==> src/rtl/fu_result_stage.sv <==
// fu_result_stage: ALU result capture stage with a 2-entry FIFO toward
// write-back, the {V,C,N,Z} status register and a saturating overflow counter.
// Ports:
//   clk, rst                   clock, async active-high reset
//   in_valid/in_ready          upstream handshake
//   in_fout, in_overflow, in_carryout, in_negative, in_zero
//                              ALU result and flags
//   in_fs, in_dst, in_wen, in_setflags
//                              function select, tag, write enable, flag update
//   out_valid/out_ready        write-back handshake
//   out_data, out_dst, out_wen head entry
//   flags, flag_clr            status register {V,C,N,Z} and its sync clear
//   ovf_count                  saturating count of overflowing flag-setting ops
//   occupancy                  valid entries, 0..2
module fu_result_stage #(
    parameter int DATA_W = 32,
    parameter int DST_W  = 5,
    parameter int CNT_W  = 8
) (
    input  logic              clk,
    input  logic              rst,
    input  logic              in_valid,
    output logic              in_ready,
    input  logic [DATA_W-1:0] in_fout,
    input  logic              in_overflow,
    input  logic              in_carryout,
    input  logic              in_negative,
    input  logic              in_zero,
    input  logic [3:0]        in_fs,
    input  logic [DST_W-1:0]  in_dst,
    input  logic              in_wen,
    input  logic              in_setflags,
    output logic              out_valid,
    input  logic              out_ready,
    output logic [DATA_W-1:0] out_data,
    output logic [DST_W-1:0]  out_dst,
    output logic              out_wen,
    output logic [3:0]        flags,
    input  logic              flag_clr,
    output logic [CNT_W-1:0]  ovf_count,
    output logic [1:0]        occupancy
);

    logic [DATA_W-1:0] data_q [2];
    logic [DST_W-1:0]  dst_q  [2];
    logic [1:0]        wen_q;

    logic              wr_ptr_q, wr_ptr_d;
    logic              rd_ptr_q, rd_ptr_d;
    logic [1:0]        occ_q, occ_d;
    logic [3:0]        flags_q, flags_d;
    logic [CNT_W-1:0]  cnt_q, cnt_d;

    logic push;
    logic pop;
    logic arith;

    assign in_ready  = (occ_q != 2'd2);
    assign out_valid = (occ_q != 2'd0);
    assign push      = in_valid & in_ready;
    assign pop       = out_valid & out_ready;
    assign arith     = (in_fs >= 4'd1) && (in_fs <= 4'd6);

    // Head is masked to zero when empty so stale storage never leaks out.
    assign out_data  = out_valid ? data_q[rd_ptr_q] : '0;
    assign out_dst   = out_valid ? dst_q[rd_ptr_q]  : '0;
    assign out_wen   = out_valid & wen_q[rd_ptr_q];

    assign flags     = flags_q;
    assign ovf_count = cnt_q;
    assign occupancy = occ_q;

    always_comb begin
        wr_ptr_d = wr_ptr_q;
        rd_ptr_d = rd_ptr_q;
        occ_d    = occ_q;
        if (push) begin
            wr_ptr_d = ~wr_ptr_q;
        end
        if (pop) begin
            rd_ptr_d = ~rd_ptr_q;
        end
        unique case ({push, pop})
            2'b10:   occ_d = occ_q + 2'd1;
            2'b01:   occ_d = occ_q - 2'd1;
            default: occ_d = occ_q;
        endcase
    end

    // flag_clr zeroes the base; a flag-setting push then overwrites only
    // the bits it owns, so unwritten bits end up cleared.
    always_comb begin
        flags_d = flag_clr ? 4'b0000 : flags_q;
        if (push && in_setflags) begin
            if (arith) begin
                flags_d = {in_overflow, in_carryout, in_negative, in_zero};
            end else begin
                flags_d[1] = in_negative;
                flags_d[0] = in_zero;
            end
        end
    end

    always_comb begin
        cnt_d = cnt_q;
        if (push && in_setflags && arith && in_overflow && (cnt_q != '1)) begin
            cnt_d = cnt_q + 1'b1;
        end
    end

    always_ff @(posedge clk or posedge rst) begin
        if (rst) begin
            wr_ptr_q  <= 1'b0;
            rd_ptr_q  <= 1'b0;
            occ_q     <= 2'd0;
            flags_q   <= 4'b0000;
            cnt_q     <= '0;
            wen_q     <= 2'b00;
            data_q[0] <= '0;
            data_q[1] <= '0;
            dst_q[0]  <= '0;
            dst_q[1]  <= '0;
        end else begin
            wr_ptr_q <= wr_ptr_d;
            rd_ptr_q <= rd_ptr_d;
            occ_q    <= occ_d;
            flags_q  <= flags_d;
            cnt_q    <= cnt_d;
            if (push) begin
                data_q[wr_ptr_q] <= in_fout;
                dst_q[wr_ptr_q]  <= in_dst;
                wen_q[wr_ptr_q]  <= in_wen;
            end
        end
    end

endmodule

==> config.mk <==
export PLATFORM = sky130hd
export DESIGN_NAME = fu_result_stage
export DESIGN_NICKNAME = d
export VERILOG_FILES = /design/src/rtl/fu_result_stage.sv
export SDC_FILE = /design/constraint.sdc
export NUM_CORES = 1
export LEC_CHECK = 0
export BUFFER_PORTS_ARGS = -buffer_cell sky130_fd_sc_hd__buf_2
export CORE_ASPECT_RATIO = 0.7
export CORE_MARGIN = 5
export CORE_UTILIZATION = 55
export DETAILED_ROUTE_END_ITERATION = 8
export PLACE_DENSITY = 0.82
export RECOVER_POWER = 100
export SLEW_MARGIN = 20
export SYNTH_ARGS = -nofsm -noshare
export SYNTH_HDL_FRONTEND = slang
export SYNTH_SLANG_ARGS = --single-unit
==> constraint.sdc <==
create_clock -name clk -period 6.17 [get_ports clk]
set_clock_uncertainty 0.1 [all_clocks]
set_input_delay 0.3085 -clock clk [delete_from_list [all_inputs] [get_ports clk]]
set_output_delay 0.3085 -clock clk [all_outputs]
set_load 0.1 [all_outputs]
==> flow_summary.toml, run 1 <==
[sta]
max_freq_ghz = 0.254
maxSlewViolCount = 79
rsz0062_at_grt = "false"
worstMarginPinSlew_ps = 2290
setup_viol = 0
finalCriticalPeriod_ps = 3930
setup_tns_ps = 0
slew_headroom_pct = -52.7
finalCritPeriodShare_pct = 63.7
finalHoldViolCount = 0

[routing]
wl_per_cell_um = 16.7
detail_route.vias_per_cell = 5.29
drtAntennaViolNets = 0
drcViolationCount = 0
firstDrtPassIters = 4
wl_um = 8870
first_iter_violations = 132
route.vias.total = 2803

[synth]
netlist_area_mm2 = 0.00438
yosys_warnings = 0
synth_most_common_cell = "dfrtp_1"
netlist_instances = 321
postSynthAreaPerCell_um2 = 13.6
ys_ff_latch = 92
synth_ff_type = "dfrtp_1"
synth_top_cell_area_share_pct = 52.6
yosys-top-cells-count = "92 x dfrtp_1, 53 x mux2_2, 41 x nor2_1"
synthesis.nets = 375
yosysTopAreaCell = "dfrtp_1"
synth-edff-count = 0
synth.area.top_cells = "dfrtp_1 53%, mux2_2 14%, mux2i_1 8.9%"
async_flop_share_pct = 100
synth_cell_type_count = 35
yosysSeqAreaShare_pct = 52.6

[clocking]
clkLatencyLatePin_ps = 330
cts_setup_buffers = 0
path_clk_slew_ps = 60
cts_hold_buffers = 1
ctsResizeCount = 0
cts_buffers = 9
clock_path_buffers = 2
cts_max_level = 3
cts-root-buf = "clkbuf_16"
cts.sinks = 92
cts_tree = "built"

[die]
core_mm2 = 0.00780
placementRows = 27
die-area_mm2 = 0.00988
io_pins = 106
start_util_pct = 56.1
die-height_um = 84.7
die_w_um = 117

[worst_setup_path]
crit_fanout = 39
crit_arrival_ps = 3520
slowest_stage = "dfrtp_1"
crit_path_start_kind = "register"
slowest_delay_ps = 1820
crit_path_end_kind = "primary output"
critPathKind = "register to primary output"
crit_path_cell_trace = "mux2i_1 > nor2_1 > clkbuf_1"
cp.required_ps = 5760

[grt]
first_global_vias = 3003
grt-ovfl-total = 0
grt_max_degree = 80
grt_first_pass_wirelength_um = 14600
antenna_found_initial = 0
grt_usage_pct = 19.0

[placement]
hpwl_um = 5910
place.gp.congestion = 0.764
post_dp_cell_area_mm2 = 0.00492
port_buffers = 105

[final_layout]
drive_above_1_share_pct = 31.2
final_net_count = 478
area_growth_pct = 16.0
diodes = 0
final_cell_area_mm2 = 0.00508

[run_status]
status = "complete, but fails checks"
violations = "max-capacitance violations, max-slew violations"

[flow_run]
drv_cap = 2

[min_path]
hold_class = "input pin to register"
==> cell type report <==
class / instances / area, µm²
repair buffers: 110 / 494
well taps: 101 / 126
clock buffers: 11 / 253
flip-flops and latches: 92 / 2300
clock inverters: 5 / 83.8
fillers: 642 / 2730
multi-input cells: 208 / 1810
inverters: 3 / 12.5
==> layout by cell type (no fill, tap or decap), drive strengths merged, types with 5 or more instances in the layout <==
cell	count
dfrtp	92
mux2	79
clkbuf	67
buf	53
nor2	42
mux2i	39
xnor2	9
nand3	6
nand2b	5
nand4	5
and3	5
==> path summary, 6_finish.rpt <==
| path | start | to | slack, ps | cells after the start |
|---|---|---|---|---|
| worst max-delay path | rd_ptr_q$_DFFE_PP0P_ | out_data[20] | 2240 | 3 |
| worst min-delay path | in_negative | flags[1]$_DFFE_PP0P_ | 90 | 3 |
| worst min register to register | data_q[24]$_DFFE_PP0P_ | data_q[24]$_DFFE_PP0P_ | 400 | 1 |
| min in group asynchronous | rst | data_q[37]$_DFFE_PP0P_ | 440 | 3 |
| worst max register to register | occupancy[0]$_DFFE_PP0P_ | data_q[63]$_DFFE_PP0P_ | 2560 | 5 |
| max in group asynchronous | rst | dst_q[2]$_DFFE_PP0P_ | 4470 | 4 |
==> worst max-delay path: cells and delay by family, from the launching register on <==
family,cells,cell delay [ps]
AND/OR/NAND/NOR,1,180
multiplexers,1,290
buffers and inverters,1,880
flip-flops,1,1820
==> per-stage QoR <==
stage,worst slack (ps),std cells,utilization (%),hold WS (ps)
after floorplan,2920,321,-,325
after global placement,3810,513,63.0,140
after detailed placement,3770,513,63.0,137
after CTS,3410,530,67.5,74.1
after global routing,2040,530,65.1,92.5
final,2240,530,65.1,88.5
==> state kept, by name (all words and copies together), names as in the netlist <==
name / cells
occupancy: 2
ovf_count: 8
dst_q: 10
wr_ptr_q: 1
wen_q: 2
rd_ptr_q: 1
data_q: 64
flags: 4
==> routing by layer <==
metal,vias up,part of all wire (%),GRT usage [%]
met4,0,2.3,7.40
met1,1389,45,24.6
met2,76,47,30.7
li1,1321,-,-
met3,17,5.7,4.90
met5,-,0,0
==> kinds of logic (layout without fill, tap and decap cells) <==
| kind of cell | after synthesis | count (layout) | share of synthesized area (%) |
|---|---|---|---|
| multiplexers | 118 | 118 | 31.4 |
| flip-flops | 92 | 92 | 52.6 |
| AND/OR/NAND/NOR | 73 | 73 | 9.06 |
| buffers and inverters | 21 | 129 | 3.63 |
| XOR/XNOR | 11 | 11 | 2.20 |
| AO/OA/AOI/OAI | 4 | 4 | 0.600 |
| adder cells (fa/ha/maj) | 2 | 2 | 0.571 |
Power of run 1 is not shown: default switching activity piles up to over one toggle a cycle in this logic, so the estimate is an artifact.
==> run 2: changes to the inputs <==
--- a/config.mk
+++ b/config.mk
@@ -8,9 +8,9 @@
 export BUFFER_PORTS_ARGS = -buffer_cell sky130_fd_sc_hd__buf_2
 export CORE_ASPECT_RATIO = 0.7
 export CORE_MARGIN = 5
-export CORE_UTILIZATION = 55
+export CORE_UTILIZATION = 54
 export DETAILED_ROUTE_END_ITERATION = 8
-export PLACE_DENSITY = 0.82
+export PLACE_DENSITY = 0.8
 export RECOVER_POWER = 100
 export SLEW_MARGIN = 20
 export SYNTH_ARGS = -nofsm -noshare
==> constraint.sdc (replaced) <==
create_clock -name clk -period 4.1 [get_ports clk]
set_clock_uncertainty 0.1 [all_clocks]
set_input_delay 0.205 -clock clk [delete_from_list [all_inputs] [get_ports clk]]
set_output_delay 0.205 -clock clk [all_outputs]
set_load 0.1 [all_outputs]
==> run 2 against run 1 <==
Against the previous run: the run ends with negative hold slack, max-capacitance violations, max-slew violations left; worst hold slack lost 93 ps; count of clock-buffer cells in the layout grew 1; sequential share of layout area shrank 0.72 points; sequential cell count is the same; global-route usage grew 0.21 points; final area grew 1.7%; via count grew 0.86%; routed wire length grew 3.2%; critical path type unchanged.
==> flow_summary.toml, run 2 (synthesized netlist as in run 1, its figures left out) <==
[run_status]
status = "complete, but fails checks"
violations = "negative hold slack, max-capacitance violations, max-slew violations"

[clocking]
path_clk_slew_ps = 60
clkLatencyLatePin_ps = 340
clock_path_buffers = 2
cts_buffers = 9
cts_tree = "built"
cts_setup_buffers = 0
cts-root-buf = "clkbuf_16"
cts_max_level = 3
cts.sinks = 92

[routing]
drcViolationCount = 0
detail_route.vias_per_cell = 5.25
drtAntennaViolNets = 0
route.vias.total = 2827
wl_um = 9160
firstDrtPassIters = 4
wl_per_cell_um = 17.0
first_iter_violations = 137

[sta]
maxSlewViolCount = 56
max_freq_ghz = 0.320
finalCritPeriodShare_pct = 76.1
finalHoldWorstSlack_ps = -4.90
slew_headroom_pct = -55.7
worstMarginPinSlew_ps = 2320
rsz0062_at_grt = "false"
finalHoldViolCount = 1
setup_viol = 0
finalCriticalPeriod_ps = 3120
setup_tns_ps = 0

[worst_setup_path]
rrSetupSlack_ps = 1150
crit_fanout = 21
crit_arrival_ps = 2820
critPathKind = "register to primary output"
setup.worst_path.start = "occupancy[1]$_DFFE_PP0P_"
crit_end = "out_data[2]"
crit_path_start_kind = "register"
crit_path_end_kind = "primary output"
cp.required_ps = 3800
ff2ff_path_depth = 7
timing.rr.start = "occupancy[1]$_DFFE_PP0P_"
rr_endpoint = "occupancy[1]$_DFFE_PP0P_"

[final_layout]
top_register = "data_q"
diodes = 0
post-route-util_pct = 65.6
area_growth_pct = 17.9
drive_above_1_share_pct = 29.7
largest_register_ffs = 64
most-common-layout-cells = "91 x dfrtp_1, 56 x clkbuf_1, 52 x mux2_2"
final_common_cell = "dfrtp_1"
final_net_count = 486

[flow_run]
drv_cap = 1

[die]
placementRows = 27
io_pins = 106
core_mm2 = 0.00787
die-height_um = 85.3
die_w_um = 118
start_util_pct = 55.6
die-area_mm2 = 0.0100

[placement]
port_buffers = 105
hpwl_um = 6240
place.gp.congestion = 0.785

[grt]
grt_max_degree = 56
grt-ovfl-total = 0
antenna_found_initial = 0
grt_usage_pct = 19.2
grt_first_pass_wirelength_um = 15600
first_global_vias = 3116

[min_path]
hold_class = "input pin to register"
whs_path_depth = 2
## run 2: worst max-delay path, stage by stage, from the launching register on
cell	delay, ps
dfrtp_1	420
nor2_1	1000
buf_4	420
nor2_1	110
clkbuf_1	510
## run 2: layout make-up
cell class / count / area (µm²)
Multi-Input combinational cell: 208 / 1800
Tap cell: 101 / 126
Clock buffer: 12 / 256
Inverter: 3 / 12.5
Fill cell: 650 / 2710
Sequential cell: 92 / 2300
Clock inverter: 4 / 95.1
Timing Repair Buffer: 118 / 572
## run 2: worst min path at each step
| stage | startpoint | endpoint | slack (ps) |
|---|---|---|---|
| after global routing | in_fout[21] | data_q[21]$_DFFE_PP0P_ | 3 |
| after global placement | rst | data_q[10]$_DFFE_PP0P_ | 320 |
| after CTS | in_fout[17] | data_q[17]$_DFFE_PP0P_ | 1 |
| after floorplan | in_zero | flags[0]$_DFFE_PP0P_ | 220 |
| final | in_fout[21] | data_q[21]$_DFFE_PP0P_ | -5 |
| after detailed placement | in_negative | flags[1]$_DFFE_PP0P_ | 320 |
## run 2: metal layers
metal	track usage (%)	wire length, µm
met4	5.94	125
met2	31.1	4380
met1	24.6	4110
met3	6.80	539
met5	0	0
## run 2: per-stage QoR
step	cells	hold WS (ps)	area (µm²)	worst slack [ps]
floorplan	321	222	4380	949
global placement	514	316	4930	1770
detailed placement	514	320	4930	1760
CTS	535	1.21	5330	1460
global route	538	2.98	5160	714
finish	538	-4.90	5160	979
## run 2: what timing repair did
action,in CTS,in global routing
gates resized for setup,0,0
hold buffers,5,3
endpoints found under the hold margin,58,3
Power of run 2 is left out for the same reason.
